--- src/rtl/seq_restoring_divider.sv ---
// Sequential restoring divider: 2W-bit dividend / W-bit divisor -> 2W-bit quotient and
// W-bit remainder, one quotient bit per clock, with a start/busy/done handshake.
module seq_restoring_divider #(
    parameter int unsigned W = 4
) (
    input  logic           clk,
    input  logic           rst_n,
    input  logic           start,
    input  logic [2*W-1:0] dividend,
    input  logic [W-1:0]   divisor,
    output logic           busy,
    output logic           done,
    output logic [2*W-1:0] quotient,
    output logic [W-1:0]   remainder,
    output logic           dbz
);

    localparam int unsigned CntW = $clog2(2 * W);
    localparam logic [CntW-1:0] CntLoad = CntW'(2 * W - 1);

    typedef enum logic [1:0] {StIdle, StRun, StDone} state_e;

    state_e          state_q, state_d;
    logic [2*W-1:0]  d_q, d_d;
    logic [W-1:0]    v_q, v_d;
    logic [W:0]      r_q, r_d;
    logic [2*W-1:0]  q_q, q_d;
    logic [CntW-1:0] cnt_q, cnt_d;
    logic            busy_q, busy_d;
    logic            done_q, done_d;
    logic [2*W-1:0]  quotient_q, quotient_d;
    logic [W-1:0]    remainder_q, remainder_d;
    logic            dbz_q, dbz_d;

    // One restoring step: trial subtraction of the divisor from the shifted partial remainder.
    logic [W:0]     r_shift;
    logic [W:0]     r_step;
    logic           q_bit;
    logic [2*W-1:0] q_step;

    always_comb begin
        r_shift = {r_q[W-1:0], d_q[2*W-1]};
        q_bit   = (r_shift >= {1'b0, v_q});
        r_step  = q_bit ? (r_shift - {1'b0, v_q}) : r_shift;
        q_step  = {q_q[2*W-2:0], q_bit};
    end

    // Next-state for the FSM, datapath and result registers.
    always_comb begin
        state_d     = state_q;
        d_d         = d_q;
        v_d         = v_q;
        r_d         = r_q;
        q_d         = q_q;
        cnt_d       = cnt_q;
        quotient_d  = quotient_q;
        remainder_d = remainder_q;
        dbz_d       = dbz_q;
        // Handshake flags trail the state by one cycle so done lands after the last step.
        busy_d      = (state_q == StRun);
        done_d      = (state_q == StDone);

        unique case (state_q)
            StIdle: begin
                if (start) begin
                    d_d   = dividend;
                    v_d   = divisor;
                    r_d   = '0;
                    q_d   = '0;
                    cnt_d = CntLoad;
                    if (divisor == '0) begin
                        state_d     = StDone;
                        quotient_d  = '1;
                        remainder_d = '0;
                        dbz_d       = 1'b1;
                    end else begin
                        state_d = StRun;
                    end
                end
            end
            StRun: begin
                d_d   = {d_q[2*W-2:0], 1'b0};
                r_d   = r_step;
                q_d   = q_step;
                cnt_d = cnt_q - 1'b1;
                if (cnt_q == '0) begin
                    state_d     = StDone;
                    quotient_d  = q_step;
                    remainder_d = r_step[W-1:0];
                    dbz_d       = 1'b0;
                end
            end
            StDone: begin
                state_d = StIdle;
            end
            default: begin
                state_d = StIdle;
            end
        endcase
    end

    // State and output registers with asynchronous active-low reset.
    always_ff @(posedge clk or negedge rst_n) begin
        if (!rst_n) begin
            state_q     <= StIdle;
            d_q         <= '0;
            v_q         <= '0;
            r_q         <= '0;
            q_q         <= '0;
            cnt_q       <= '0;
            busy_q      <= 1'b0;
            done_q      <= 1'b0;
            quotient_q  <= '0;
            remainder_q <= '0;
            dbz_q       <= 1'b0;
        end else begin
            state_q     <= state_d;
            d_q         <= d_d;
            v_q         <= v_d;
            r_q         <= r_d;
            q_q         <= q_d;
            cnt_q       <= cnt_d;
            busy_q      <= busy_d;
            done_q      <= done_d;
            quotient_q  <= quotient_d;
            remainder_q <= remainder_d;
            dbz_q       <= dbz_d;
        end
    end

    assign busy      = busy_q;
    assign done      = done_q;
    assign quotient  = quotient_q;
    assign remainder = remainder_q;
    assign dbz       = dbz_q;

endmodule
--- config.mk ---
export PLATFORM = sky130hd
export DESIGN_NAME = seq_restoring_divider
export DESIGN_NICKNAME = d
export VERILOG_FILES = /design/src/rtl/seq_restoring_divider.sv
export SDC_FILE = /design/constraint.sdc
export NUM_CORES = 1
export LEC_CHECK = 0
export BUFFER_PORTS_ARGS = -buffer_cell sky130_fd_sc_hd__buf_2
export CAP_MARGIN = 20
export CORE_MARGIN = 2
export CORE_UTILIZATION = 55
export DETAILED_ROUTE_END_ITERATION = 8
export PLACE_DENSITY = 0.77
export SETUP_SLACK_MARGIN = 0.05
export SYNTH_ARGS = -nofsm -noshare
export SYNTH_HDL_FRONTEND = slang
export SYNTH_SLANG_ARGS = --single-unit
--- constraint.sdc ---
create_clock -name clk -period 2.1 [get_ports clk]
set_clock_uncertainty 0.1 [all_clocks]
set_input_delay 0.42 -clock clk [delete_from_list [all_inputs] [get_ports clk]]
set_output_delay 0.42 -clock clk [all_outputs]
set_load 0.03 [all_outputs]
# --- After elaboration in Yosys (flattened, before gate mapping) ---
# Cells that the tools add are included.
classes:
  muxes: 25
  n_lt_le_gt_ge: 1
  reduce_logical: 8
  eq_ne: 5
  n_addsub: 2
op_table:
  columns: ["cell", "n"]
  rows:
  - ["two-way mux 8 bit", 4]
  - ["case mux 8 bit (2 select lines)", 2]
  - ["two-way mux 4 bit", 5]
  - ["case mux 4 bit (2 select lines)", 2]
  - ["case mux 7 bit (2 select lines)", 1]
  - ["two-way mux 7 bit", 1]
  - ["two-way mux 2 bit", 3]
  - ["case mux 3 bit (2 select lines)", 1]
  - ["AND reduction 2 bit", 3]
  - ["greater-or-equal comparator 5 x 4 -> 1 bit", 1]
  - ["zero test 4 bit", 1]
  - ["!= test 2 bit (second input constant)", 2]
  - ["case mux 2 bit (2 select lines)", 1]
  - ["AND reduction 4 bit", 1]
  - ["subtractor 4 bit", 1]
  - ["zero test 3 bit", 1]
  - ["two-way mux 1 bit", 3]
  - ["two-way mux 3 bit", 1]
  - ["subtractor 3 x 1 -> 3 bit (second input constant)", 1]
  - ["equality test 2 x 1 -> 1 bit (second input constant)", 1]
  - ["equality test 2 bit (second input constant)", 1]
  - ["zero test 2 bit", 1]
  - ["!= test 2 x 1 -> 1 bit (second input constant)", 1]
  - ["case mux 1 bit (2 select lines)", 1]
  - ["nonzero test 2 bit", 1]
word_totals:
  word_cells: 52
  reg_bits: 43
  output_inout_bits: 15
  input_bits: 15

# --- Depth between registers and ports, before layout ---
depth:
  ltp_word: 4
  depth_mapped: 7
  ltp_nobuf: 7

# --- Least setup slack after synthesis ---
# No wires, ideal clock.
synth_path:
  kind: "flip-flop to flip-flop"
  from: "register r_q[1]"
  to: "register remainder_q[0] (netlist: remainder[0])"
  stages_incl_launch_ff: 7
  setup_slack_ns: 0.236
  t_arrival_ns: 1.688
  synth_period_minus_slack_ns: 1.864
  n_path_buf: 0
  required_ns: 1.924
  setup_ns: 0.076
  cell_sequence: "dfrtp_1 > ha_1 > a21oi_2 > o21ai_2 > a21boi_4 > mux2_4 > o21ai_1"
synth_via:
  elab_chain_cells: 4
synth_rtl:
  columns: ["item", "line", "source"]
  rows:
  - ["start: declaration", "26", "logic [W:0] r_q, r_d;"]
  - ["start signal: assignment", "120", "r_q <= r_d;"]
  - ["greater-or-equal comparator 5 x 4 -> 1 bit", "43", "q_bit = (r_shift >= {1'b0, v_q});"]
  - ["two-way mux 4 bit", "44", "r_step = q_bit ? (r_shift - {1'b0, v_q}) : r_shift;"]
  - ["two-way mux 4 bit", "86", "if (cnt_q == '0) begin"]
  - ["case mux 4 bit (2 select lines)", "63", "unique case (state_q)"]
  - ["end signal: assignment", "126", "remainder_q <= remainder_d;"]
  - ["end: declaration", "32", "logic [W-1:0] remainder_q, remainder_d;"]
# No other way between the ends. The select of a mux whose other input is x is not followed.
# A chain may end at the register's enable or synchronous reset.

# --- Final worst setup path ---
layout_path:
  from: "register v_q[2]"
  to: "register remainder_q[0] (netlist: remainder[0])"
layout_via:
  elab_chain_cells: 4
layout_rtl:
  columns: ["item", "line", "source"]
  rows:
  - ["start: declaration", "25", "logic [W-1:0] v_q, v_d;"]
  - ["start signal: assignment", "119", "v_q <= v_d;"]
  - ["greater-or-equal comparator 5 x 4 -> 1 bit", "43", null]
  - ["two-way mux 4 bit", "44", null]
  - ["two-way mux 4 bit", "86", null]
  - ["case mux 4 bit (2 select lines)", "63", null]
# No other way between the ends. The select of a mux whose other input is x is not followed.

==> flow_metrics.py <==
metrics = {
    "critical_path": {
        "reg2reg_from": "v_q[2]",
        "crit_path_start_kind": "flop",
        "startpoint": "v_q[2]",
        "path_cells": "inv_1 -> ha_2 -> a21oi_4 -> o21ai_2 -> a21boi_4 -> mux2_4 -> o21ai_1",
        "r2r_slack_ns": 0.15,
        "cp_slowest_cell": "dfrtp_1",
        "critPathMaxFanout": 5,
        "max_stage_delay_ns": 0.40,
        "r2r_cells": 7,
        "critPathRequiredTime_ns": 2.29,
        "setup.worst_path.end_class": "flop",
        "cp_data_arrival_time_ns": 2.13,
        "crit_type": "reg2reg",
    },
    "power": {
        "swShare_pct": 44.4,
        "p_int_mw": 2.23,
        "power.share.clock_pct": 9.5,
        "p_leak_nw": 1.10,
        "p_per_area_nw_per_um2": 1750,
        "combPwrFrac_pct": 55.2,
        "power_mw": 4.02,
        "ir_drop_v": 0.000824,
        "switching_power_mw": 1.79,
        "seqPwrFrac_pct": 35.3,
    },
    "layout": {
        "fill_cells": 281,
        "final_common_cell": "dfrtp_1",
        "fin_nets": 245,
        "diodes": 0,
        "final_cell_mix": "dfrtp_1, nand2_1, buf_2",
        "area_growth_pct": 14.2,
        "instances_no_fill": 270,
        "fin_area_um2": 2300,
        "drive_above_1_share_pct": 25.9,
        "post-route-util_pct": 67.3,
    },
    "detailed_routing": {
        "drc": 0,
        "via_per_inst": 5.43,
        "dr.first_iter.drc_count": 121,
        "firstDrtPassIters": 5,
        "vias": 1465,
        "postRouteAntennaNets": 0,
        "post_drt_wl_per_cell_um": 14.1,
        "routed_wl_um": 3800,
    },
    "placement": {
        "preCtsSetupSlack_ns": 0.0917,
        "place_congestion": 0.893,
        "place_area_um2": 2220,
        "dp_hpwl_um": 2680,
        "dpl.cell_count": 260,
        "port_buffers": 29,
    },
    "global_route": {
        "grt_pass1_wl_um": 6560,
        "grt_overflow_total": 0,
        "grt_usage_pct": 20.6,
        "grt_pass1_vias": 1486,
        "antenna_found_initial": 0,
        "grt_max_degree": 25,
    },
    "synthesis": {
        "synth-edff-count": 0,
        "yosysUniqueCellTypes": 41,
        "synth-seq-cells": 43,
        "async_flop_share_pct": 100,
        "avgSynthCellArea_um2": 10.8,
        "synth_area_um2": 2010,
        "syn_nets": 209,
        "synth-main-ff-cell": "dfrtp_1",
        "ys_seq_area_share_pct": 53.4,
        "post_synth_inst_count": 187,
        "ys_warn_count": 0,
    },
    "cts": {
        "cts-root-buf": "clkbuf_4",
        "clk_pin_slew_ns": 0.12,
        "insertion_delay_ns": 0.35,
        "cts_tree": "yes",
        "cts_buffers": 5,
        "cts.sinks": 43,
        "clk_path_buf_depth": 2,
        "cts_max_level": 2,
    },
    "sta": {
        "fin_crit_ns": 1.95,
        "worstMarginPinSlew_ns": 0.572,
        "fin_ws_ns": 0.154,
        "slew_headroom_pct": 61.7,
        "fin_setup_tns_ns": 0,
        "rsz0062_at_grt": "no",
        "setup_viol": 0,
        "slew_violations": 0,
        "hold_violations": 0,
        "hold_slack_ns": 0.179,
        "fmax_mhz": 514,
        "final.period_utilization_pct": 92.7,
    },
    "min_path": {
        "min_from": "divisor[2]",
        "min_path_type": "in2reg",
        "hold_depth": 3,
    },
    "floorplanning": {
        "placementRows": 21,
        "die_x_um": 64.5,
        "core_area_um2": 3420,
        "dieArea_um2": 4160,
        "initial_core_util_pct": 58.9,
        "die_h_um": 64.5,
        "num_io_pins": 30,
    },
    "outcome": {
        "status": "complete, no violations",
    },
    "job": {
        "cap_violations": 0,
    },
}
critical path, delay by kind of cell, from the launching register on:
kind / cells / cell delay, ns
adder cells (fa/ha/maj): 1 / 0.31
AO/OA/AOI/OAI: 4 / 0.65
buffers and inverters: 1 / 0.08
flip-flops: 1 / 0.40
multiplexers: 1 / 0.34
flip-flops by register name, summed over array words and instances (netlist names):
register and flops:
d_q 8, quotient 8, q_q 7, r_q 4, remainder 4, v_q 4, cnt_q 3, state_q 2
busy 1, dbz 1, done 1
final timing paths:
check	endpoint
setup / recovery	remainder[0]
hold / removal	v_q[2]
setup reg to reg	remainder[0]
hold reg to reg	r_q[3]
max in group asynchronous	d_q[4]
min in group asynchronous	r_q[1]
synth_stat cells (3+ instances only):
cell type	number	share of area, %
a21oi_1	14	3.5
dfrtp_1	43	53
ha_1	6	3.7
inv_1	8	1.5
mux2_4	3	2.2
mux2i_1	8	4.0
nand2_1	29	5.4
nor2_1	18	3.4
nor2b_1	3	0.93
o21ai_0	15	3.7
o21ai_1	5	1.2
cell type report:
class / instances / area, µm² / area share [%]
Clock buffer: 7 / 45.0 / 1.96
Clock inverter: 1 / 5.00 / 0.218
Inverter: 9 / 36.3 / 1.58
Multi-Input combinational cell: 128 / 867 / 37.7
Sequential cell: 43 / 1080 / 46.8
Tap cell: 46 / 57.6 / 2.50
Timing Repair Buffer: 36 / 213 / 9.25
power groups by stage:
stage | sequential, mW | clock, mW | combinational (mW)
floorplan | 1.62 | 0 | 1.50
detailed placement | 1.43 | 0 | 2.16
global route | 1.47 | 0.431 | 2.45
global placement | 1.41 | 0 | 2.08
finish | 1.42 | 0.381 | 2.22
CTS | 1.42 | 0.394 | 2.17
routing by layer:
metal	wire length, µm	up-vias	global-route usage, %
li1	-	704	-
met1	1740	709	26.6
met2	1810	42	33.2
met3	183	10	4.69
met4	65	0	9.57
met5	0	-	0
repair_timing:
| action | in CTS | in global routing |
|---|---|---|
| resized for setup | 0 | 2 |
| hold buffers | 1 | 0 |
| endpoints found under the hold margin | 19 | 0 |
| setup endpoints to repair | 0 | 6 |
| buffers inserted | 0 | 1 |
logic make-up (layout without fill, tap and decap cells):
| logic type | after synthesis | in the layout | share of synthesized area, % |
|---|---|---|---|
| xor+xnor | 1 | 1 | 0.435 |
| fa+ha+maj | 7 | 7 | 4.72 |
| mux | 12 | 12 | 6.77 |
| flops | 43 | 43 | 53.4 |
| buf+inv | 16 | 53 | 3.98 |
| simple gates | 58 | 58 | 13.7 |
| compound gates | 50 | 50 | 17.0 |
Power figures use the tool's default switching activity.
